[src/rtl/hucbus_pkg.sv]
// hucbus_pkg: shared types, default widths and a counter-width helper for the HuC bus arbiter.
package hucbus_pkg;

  localparam int ADDR_W = 21;
  localparam int DATA_W = 8;

  typedef enum logic {
    OWN_CPU = 1'b0,
    OWN_DMA = 1'b1
  } owner_t;

  typedef struct packed {
    logic [ADDR_W-1:0] addr;
    logic              re;
    logic              we;
    logic [DATA_W-1:0] wdata;
  } bus_req_t;

  // Bits needed to count 0..max-1; a single bit when max is 1.
  function automatic int cnt_width(input int max);
    return (max > 1) ? $clog2(max) : 1;
  endfunction

endpackage

[src/rtl/sat_counter.sv]
// sat_counter: clock-enabled up counter that sticks at MAX-1; clear has priority over increment.
module sat_counter
  import hucbus_pkg::*;
#(
  parameter int  MAX = 8,
  localparam int W   = cnt_width(MAX)
) (
  input  logic         clk,
  input  logic         reset_n,
  input  logic         clk_en,
  input  logic         clear,
  input  logic         inc,
  output logic [W-1:0] count
);

  localparam logic [W-1:0] TOP = W'(MAX - 1);

  // Count enabled increments, hold at TOP, and drop to zero on clear.
  always_ff @(posedge clk or negedge reset_n) begin
    if (!reset_n) begin
      count <= '0;
    end else if (clk_en) begin
      if (clear) begin
        count <= '0;
      end else if (inc && (count != TOP)) begin
        count <= count + 1'b1;
      end
    end
  end

endmodule

[src/rtl/hucbus_arbiter.sv]
// hucbus_arbiter: shares the single physical memory port between the HuC6280 core and a
// DMA requester. The CPU owns the bus by default; DMA takes it on CPU idle cycles or after
// a bounded wait, and gives it back at burst end, on request drop, or after a capped tenure
// while the CPU is waiting. Address/data widths come from hucbus_pkg.
module hucbus_arbiter
  import hucbus_pkg::*;
#(
  parameter int MAX_WAIT  = 8,
  parameter int MAX_BURST = 16
) (
  input  logic              clk,
  input  logic              reset_n,
  input  logic              clk_en,
  input  logic [ADDR_W-1:0] cpu_addr,
  input  logic              cpu_re,
  input  logic              cpu_we,
  input  logic [DATA_W-1:0] cpu_dout,
  output logic [DATA_W-1:0] cpu_din,
  output logic              cpu_rdy_n,
  input  logic              dma_req,
  input  logic [ADDR_W-1:0] dma_addr,
  input  logic              dma_we,
  input  logic [DATA_W-1:0] dma_wdata,
  input  logic              dma_last,
  output logic              dma_gnt,
  output logic [DATA_W-1:0] dma_rdata,
  output logic              dma_rvalid,
  output logic [ADDR_W-1:0] mem_addr,
  output logic              mem_re,
  output logic              mem_we,
  output logic [DATA_W-1:0] mem_din,
  input  logic [DATA_W-1:0] mem_dout
);

  localparam int WAIT_W  = cnt_width(MAX_WAIT);
  localparam int BURST_W = cnt_width(MAX_BURST);
  localparam logic [WAIT_W-1:0]  WAIT_TOP  = WAIT_W'(MAX_WAIT - 1);
  localparam logic [BURST_W-1:0] BURST_TOP = BURST_W'(MAX_BURST - 1);

  owner_t owner, owner_nxt;
  logic   cpu_active, beat, take_bus, give_bus;
  logic   wait_full, burst_full;
  logic   [WAIT_W-1:0]  wait_cnt;
  logic   [BURST_W-1:0] burst_cnt;
  bus_req_t sel;

  assign cpu_active = cpu_re | cpu_we;
  assign beat       = (owner == OWN_DMA) & dma_req;
  assign wait_full  = (wait_cnt == WAIT_TOP);
  assign burst_full = (burst_cnt == BURST_TOP);

  // Consecutive denied DMA request cycles while the CPU keeps the bus.
  sat_counter #(.MAX(MAX_WAIT)) u_wait_cnt (
    .clk     (clk),
    .reset_n (reset_n),
    .clk_en  (clk_en),
    .clear   (take_bus | ~dma_req | (owner == OWN_DMA)),
    .inc     ((owner == OWN_CPU) & dma_req),
    .count   (wait_cnt)
  );

  // Beats granted in the current DMA tenure; sticks at the cap while the CPU is idle.
  sat_counter #(.MAX(MAX_BURST)) u_burst_cnt (
    .clk     (clk),
    .reset_n (reset_n),
    .clk_en  (clk_en),
    .clear   ((owner == OWN_CPU) | give_bus),
    .inc     (beat),
    .count   (burst_cnt)
  );

  // Owner register; only advances on enabled cycles.
  always_ff @(posedge clk or negedge reset_n) begin
    if (!reset_n) begin
      owner <= OWN_CPU;
    end else if (clk_en) begin
      owner <= owner_nxt;
    end
  end

  // Ownership transfer decisions: DMA takes over on idle or starved, hands back on end/cap/drop.
  always_comb begin
    owner_nxt = owner;
    take_bus  = 1'b0;
    give_bus  = 1'b0;
    case (owner)
      OWN_CPU: begin
        if (dma_req && (!cpu_active || wait_full)) begin
          take_bus  = 1'b1;
          owner_nxt = OWN_DMA;
        end
      end
      OWN_DMA: begin
        if (!dma_req || (beat && dma_last) || (beat && burst_full && cpu_active)) begin
          give_bus  = 1'b1;
          owner_nxt = OWN_CPU;
        end
      end
      default: owner_nxt = OWN_CPU;
    endcase
  end

  // Memory port mux: CPU fields by default, DMA fields gated by its request while it owns the bus.
  always_comb begin
    sel = '{addr: cpu_addr, re: cpu_re, we: cpu_we, wdata: cpu_dout};
    if (owner == OWN_DMA) begin
      sel = '{addr: dma_addr, re: dma_req & ~dma_we, we: dma_req & dma_we, wdata: dma_wdata};
    end
  end

  // Read-data valid for the DMA lines up with the one-cycle memory read latency.
  always_ff @(posedge clk or negedge reset_n) begin
    if (!reset_n) begin
      dma_rvalid <= 1'b0;
    end else if (clk_en) begin
      dma_rvalid <= beat & ~dma_we;
    end
  end

  assign mem_addr  = sel.addr;
  assign mem_re    = sel.re;
  assign mem_we    = sel.we;
  assign mem_din   = sel.wdata;
  assign cpu_din   = mem_dout;
  assign dma_rdata = mem_dout;
  assign cpu_rdy_n = (owner == OWN_DMA);
  assign dma_gnt   = beat;

endmodule

[config.mk]
export PLATFORM = sky130hd
export DESIGN_NAME = hucbus_arbiter
export DESIGN_NICKNAME = d
export VERILOG_FILES = /design/src/rtl/hucbus_pkg.sv /design/src/rtl/sat_counter.sv /design/src/rtl/hucbus_arbiter.sv
export SDC_FILE = /design/constraint.sdc
export NUM_CORES = 1
export LEC_CHECK = 0
export ABC_CLOCK_PERIOD_IN_PS = 1900
export CORE_MARGIN = 1
export CORE_UTILIZATION = 25
export DETAILED_ROUTE_END_ITERATION = 10
export PLACE_DENSITY = 0.82
export SYNTH_ARGS = -nofsm -noshare
export SYNTH_HDL_FRONTEND = slang
export SYNTH_SLANG_ARGS = --single-unit
[constraint.sdc]
create_clock -name clk -period 1.9 [get_ports clk]
set_input_delay 0.475 -clock clk [delete_from_list [all_inputs] [get_ports clk]]
set_output_delay 0.475 -clock clk [all_outputs]
set_load 0.02 [all_outputs]
# After elaboration in Yosys (flattened, before gate mapping)
# Index checks and enable logic that the tools add are counted.
# Widths: inputs -> output; s select.
# classes
add_sub_neg,2
mul,0
div,0
n_lt_le_gt_ge,0
n_eq_ne,4
n_shift,0
mux,11
bitwise_logic,12
n_reduce_logical,15
# ops
op,n
$mux 31,1
$mux 4,2
$logic_and 1x1->1,6
$mux 3,2
$and 1x1->1,5
$mux 1,5
$add 4x1->4 const B,1
$eq 4x4->1 const B,1
$ne 4x4->1 const B,1
$or 1x1->1,4
$reduce_and 2->1,2
$reduce_bool 2->1,2
$add 3x1->3 const B,1
$eq 3x3->1 const B,1
$logic_or 1x1->1,3
$ne 3x3->1 const B,1
$not 1->1,3
$logic_not 1->1,2
$pmux 1 s2,1
# totals
ff_bits,9
latch_bits,0
ramBits,0
rom_bits,0
in_bits,74
out_inout_bits,50
wordCells,48
memories,0

# Longest topological paths before layout
# Gate-level depths: netlist of the first run.
# logic_depth
depth_word,10
mapped_depth,4
depth_no_buf,4

# Cells and area by module
# From an unflattened synthesis of the first run, not the netlist that was laid out.
# unflattened
hier_cells,107
hier_area_um2,1064.8
# by_module_without_submodules
module,instances,cells_per_inst,area_per_inst_um2,seq_area_each_um2
hucbus_arbiter,1,66,628.1,50.0
sat_counter (u_burst_cnt),1,25,262.8,100.1
sat_counter (u_wait_cnt),1,16,173.9,75.1

# Worst setup path after synthesis of the first run
# OpenSTA, ideal clock, no wires.
# synth_timing
path_type,register -> output
startpoint,"reg owner, in the netlist cpu_rdy_n"
endpoint,out mem_addr[0]
arrival_ps,1199
required_time_ps,1425
setup_slack_ps,226
stages_incl_launch_ff,4
n_path_buf,2
path_cell_list,dfrtp_1 buf_6 buf_2 mux2_2
# synth_via
elab_chain_len,1
# synth_lines
element,line,text
start: declaration,hucbus_arbiter.sv:40,"owner_t owner, owner_nxt;"
start signal: assignment,hucbus_arbiter.sv:77,owner <= owner_nxt;
$mux 31,hucbus_arbiter.sv:106,if (owner == OWN_DMA) begin
end: declaration,hucbus_arbiter.sv:28,"output logic [ADDR_W-1:0] mem_addr,"
# Every way passes these cells.

# Worst setup path in the final report of the first run
# layout_timing
startpoint,"reg owner, in the netlist cpu_rdy_n"
endpoint,out mem_din[1]
# layout_via
elab_chain_len,1
# layout_lines
element,line,text
$mux 31,hucbus_arbiter.sv:106,
end: declaration,hucbus_arbiter.sv:31,"output logic [DATA_W-1:0] mem_din,"
# Every way passes these cells.

==> run metrics, run 1 <==
final-report hold violation count 0; slew at the pin closest to its max-slew limit 0.4081 ns; Die Ht 63.84 um; final wirelength 3.560 mm; vias after detailed routing 1086; HPWL after DPL 2.707 mm; worst clock skew 0.003701 ns; multi-input logic area 579.3 um2; crit path cell chain buf_12, buf_4, mux2_2, buf_2; Synth top area share 0.3534; Register Area 226.5 um2; Reg-to-Reg Start cpu_rdy_n; Ant. Diodes 0; most frequent cells in the layout clkdlybuf4s50_1, mux2_2, buf_2; r2r endpoint u_burst_cnt.count[0]; fin crit period 1.896 ns; number of H-tree levels 1; initial core utilization 0.2611; core area 0.003661 mm2; largest fanout on the critical path 10; Area growth syn-to-layout 106.7%; mapped cell area 955.9 um2; largest family of logic cells by synthesized area multiplexers; max-cap violations 0; final setup fails 0; CP arrival 1.42 ns; final net count 273; Largest delay share family, worst path flip-flops; share of the yosys chip area belonging to registers 0.2356; pin count of the biggest net entering global routing 13; first-pass GRT wire length 5.306 mm; unrepaired setup endpoints after global routing yes; synth unique cells 25; CP peak stage delay 0.45 ns; Via density 4.469; post-route antenna net violation count 0; compound-cell area share of the yosys netlist 0.1021; CTS Buf Count 3; CTS root buf clkbuf_8; routed length per instance 14.65 um; HP Class reg2reg; drt pass-1 iters 4; pre-CTS setup slack -0.4711 ns; Slew Limit Fails 0; startpoint of the lowest-slack hold path dma_rvalid; yosys warns 0; hold path depth 2; Syn Nets 172; met3 WL post-DR 362 um; synthesized instance count 95; Final Non-Filler Cells 243; Rel. slew slack 0.7270; DRT met1 WL 1.412 mm; clock tree from TritonCTS yes; clk buf depth 2; status finished, final reports clean; DIE WIDTH 63.84 um; Final Wtd Congestion 0.7843; post-synthesis mux area share 0.3691; simple-gate portion of the synthesized area 0.08508; utilization after layout 0.5396; Worst-path clk slew 0.05 ns; leading area contributor after synthesis mux2_2; CP Buf/Inv Count 3; Met2 Wirelength 1.749 mm; clock latency on the worst-skew pair 0.23 ns; Die ar. 0.004075 mm2; initial detailed-routing violation count 45; power density over the cells 516.7 mW/mm2; Critical Path RT 1.42 ns; residual DRC count 0; Tot Pwr 1.021 mW; crit path kind reg2out; Post-Synth XOR/XNOR Area 0; Max Fclk 527.4 MHz; Max VDD drop 0.5569 mV; # clock sinks 9; Top Layer Used met4; P_leak 0.8889 nW; global-route usage over all layers 0.1685; r2r setup slk 0.47 ns; cells on worst reg2reg path 4; CTS Hold Bufs 0; period utilization 0.9979; initial antenna violation count 0; slowest stage cell, crit path dfrtp_2; commonest non-fill, non-tap cell in the layout clkdlybuf4s50_1; Fill cells 349; Synth area leaders mux2_2, dfrtp_1, buf_4; Port-buffer cells 99; crit path setup slack, layout 0.003937 ns; IO Pins 124; CP Capture Type primary output; Startpoint Class flop; cell row count 22; post-synthesis adder-cell area fraction 0.03927; Post-Place Cells 232; layout cell share with drive strength beyond 1 0.4410; vias in the first global route 1049; syn avg cell area 10.06 um2; Overflow after GRT 0; sink of the worst hold path dma_rvalid; #FFs+latches synth 9
## where the power goes
group / switching (mW) / total (mW) / leakage (nW) / internal (mW)
clock network: 0.0750 / 0.221 / 0.0228 / 0.146
registers: 0.0121 / 0.215 / 0.122 / 0.203
logic: 0.240 / 0.585 / 0.744 / 0.345
total: 0.327 / 1.02 / 0.889 / 0.693
## per-stage QoR
| step | setup TNS [ns] | hold WS [ns] | area [um2] |
|---|---|---|---|
| after floorplan | 0 | 0.1794 | 955.9 |
| after global routing | -0.2141 | 0.5119 | 1976 |
| after detailed placement | -8.629 | 0.4729 | 1948 |
| final | 0 | 0.4842 | 1976 |
| after CTS | -0.03651 | 0.4846 | 1939 |
| after global placement | -8.397 | 0.4669 | 1948 |
## worst max path at each step
| stage | slack, ns | depth (start not counted) | from | end |
|---|---|---|---|---|
| floorplan | 0.23 | 3 | cpu_rdy_n | mem_addr[0] |
| global placement | -0.45 | 5 | dma_req | mem_we |
| detailed placement | -0.47 | 4 | dma_req | mem_re |
| CTS | -0.01 | 4 | cpu_rdy_n | mem_din[5] |
| global route | -0.04 | 4 | cpu_rdy_n | mem_din[5] |
| finish | 0.004 | 4 | cpu_rdy_n | mem_din[1] |
## flip-flops by register name, indices dropped and copies added, names as in the netlist
register	flops
u_burst_cnt.count	4
dma_rvalid	1
u_wait_cnt.count	3
cpu_rdy_n	1
## worst reg2reg max path, cell delays in order (launching register included)
cell     delay [ns]
dfrtp_2        0.46
buf_4          0.18
and3b_4        0.20
a31o_1         0.22
mux2_4         0.25
## repair_timing
item / CTS / global route
endpoints found under the setup margin: 33 / 12
gates cloned: 1 / 0
buffers inserted: 6 / 0
resized for setup: 139 / 14
## logic make-up after synthesis
| logic type | count (synthesis) |
|---|---|
| AOI/OAI and AO/OA | 13 |
| adders and majority gates | 3 |
| buffers and inverters | 24 |
| DFF | 9 |
| muxes | 31 |
| and+or+nand+nor | 15 |
## synthesized netlist by cell type
cell	count
a21oi_1	2
a221oi_1	1
a22o_1	4
a31o_1	1
and3_1	2
and3b_4	1
buf_2	3
buf_4	16
buf_6	1
dfrtp_1	9
ha_1	3
inv_1	4
mux2_2	30
mux2_4	1
nand2_1	5
nand3_1	1
nand4_1	1
nor2_1	2
nor3_1	1
nor3b_1	1
nor4_1	1
o21ai_0	2
o2bb2ai_1	1
o311ai_0	1
o31ai_1	1
## area by class of cell
class                           instances  share of cell area
Sequential cell                         9              0.1146
Tap cell                               48             0.03040
Inverter                                4            0.007600
Multi-Input combinational cell         62              0.2932
Clock buffer                            4             0.02280
Timing Repair Buffer                  116              0.5314
## per-layer routing
layer  global-route usage  vias up
met5                    0        -
met4              0.04261        0
met3              0.05714        4
met2               0.2952       53
met1               0.1939      499
li1                     -      530
Power figures use the tool's default switching activity.
==> inputs of run 2 (changes only) <==
SETUP_SLACK_MARGIN = 0.4   (was not set)
==> run metrics, run 2 (synthesis gave the netlist of run 1 again) <==
Top Usage Layer GRT met2; vias in the first global route 1098; post-route antenna net violation count 0; fin crit period 1.919 ns; most flop-heavy register u_burst_cnt.count; CP Capture Type primary output; status finished with violations; Critical Path RT 1.42 ns; violated checks negative setup slack; Tot Pwr 1.208 mW; HP Class reg2reg; Switching Share 0.3090; sequential power share 0.179; clock latency on the worst-skew pair 0.24 ns; largest fanout on the critical path 5; HPWL after DPL 2.689 mm; pin count of the biggest net entering global routing 10; internal power 0.8350 mW; max reg flops 4; first-pass GRT wire length 5.706 mm; final setup fails 9; vias after detailed routing 1118; largest registers u_burst_cnt.count x4, u_wait_cnt.count x3; CTS root buf clkbuf_8; met3 usage 0.05179; Max VDD drop 0.2802 mV; Rel. slew slack 0.7132; initial antenna violation count 0; P_leak 1.063 nW; Register Area 226.5 um2; layout cell share with drive strength beyond 1 0.4872; Startpoint Class flop; core area 0.003661 mm2; Die Ht 63.84 um; Port-buffer cells 99; worst clock skew 0.001588 ns; Comb pwr share 0.634; power density over the cells 522.6 mW/mm2; slew at the pin closest to its max-slew limit 0.4288 ns; drt pass-1 iters 4; pre-CTS setup slack -0.4525 ns; CTS Buf Count 3; # clock sinks 9; global-route usage over all layers 0.1824; Final Wtd Congestion 0.7102; Fill cells 298; Max Fclk 521.1 MHz; Ant. Diodes 0; crit path setup slack, layout -0.01887 ns; initial detailed-routing violation count 25; final net count 273; clock share of power 0.188; clk buf depth 2; Area growth syn-to-layout 141.9%; crit path kind reg2out; initial core utilization 0.2611; net switching power figure 0.3734 mW; commonest non-fill, non-tap cell in the layout clkdlybuf4s50_1; Hold Slack 0.4811 ns; Die ar. 0.004075 mm2; multi-input logic area 719.4 um2; Worst-path clk slew 0.04 ns; max-cap violations 0; residual DRC count 0; cell row count 22; IO Pins 124; met1 GRT Util 0.2048; Slew Limit Fails 0; most frequent cells in the layout clkdlybuf4s50_1, buf_6, mux2_4; clock tree from TritonCTS yes; unrepaired setup endpoints after global routing yes; CP arrival 1.44 ns; DIE WIDTH 63.84 um; final wirelength 3.807 mm; utilization after layout 0.6316; period utilization 1.010; final-report hold violation count 0; met2 Use GR 0.3391; Overflow after GRT 0; routed length per instance 15.67 um; Via density 4.601; number of H-tree levels 1
[run 2: cell types whose count changed in the layout (fill, tap and decap cells not counted), sizes merged]
cell           previous run  this run
clkdlybuf4s50            65        60
dlygate4sd2               1         5
buf                      49        50
[run 2: worst paths after layout]
path | slack (ns) | to | start | cells after the start
max in group asynchronous | 1.03 | cpu_rdy_n | reset_n | 1
worst min-delay path | 0.48 | dma_rvalid | dma_rvalid | 2
worst max register to register | 0.32 | u_burst_cnt.count[0] | cpu_rdy_n | 5
min in group asynchronous | 0.55 | dma_rvalid | reset_n | 1
worst max-delay path | -0.02 | mem_addr[0] | cpu_rdy_n | 4
worst min register to register | 0.48 | dma_rvalid | dma_rvalid | 2
[run 2: worst max-delay path, stage by stage, from the launching register on]
cell and delay (ns):
dfrtp_2 0.47, buf_12 0.16, buf_16 0.13, mux2_4 0.30, buf_6 0.13
[run 2: metrics by stage]
stage               setup TNS (ns)  cells  cell area, um2
global placement            -8.546    231            2062
detailed placement          -8.680    231            2062
floorplan                        0     95            1104
CTS                       -0.05129    240            2257
global route               -0.3967    243            2312
finish                    -0.09705    243            2312
[run 2: cell type report]
cell class | instances | share of cell area
Timing Repair Buffer | 116 | 0.5390
Sequential cell | 9 | 0.09794
Tap cell | 48 | 0.02597
Clock buffer | 4 | 0.01948
Inverter | 4 | 0.006493
Multi-Input combinational cell | 62 | 0.3111
[run 2: power groups by stage]
stage          sequential [mW]  combinational [mW]  clock [mW]
2_1_floorplan            0.215               0.382           0
3_3_place_gp             0.215               0.645           0
3_5_place_dp             0.216               0.649           0
4_1_cts                  0.216               0.742       0.230
5_1_grt                  0.217               0.798       0.240
6_report                 0.216               0.766       0.227
[run 2: what timing repair did]
action,in CTS,in global routing
endpoints found under the setup margin,40,40
gates resized for setup,209,9
setup buffers,3,3
hold buffers,0,0
pin swaps,2,0
gates cloned,2,0
[run 2: per-layer routing]
| layer | vias to the layer above | share of wire |
|---|---|---|
| li1 | 529 | - |
| met1 | 518 | 0.39 |
| met2 | 66 | 0.51 |
| met3 | 5 | 0.087 |
| met4 | 0 | 0.011 |
| met5 | - | 0 |
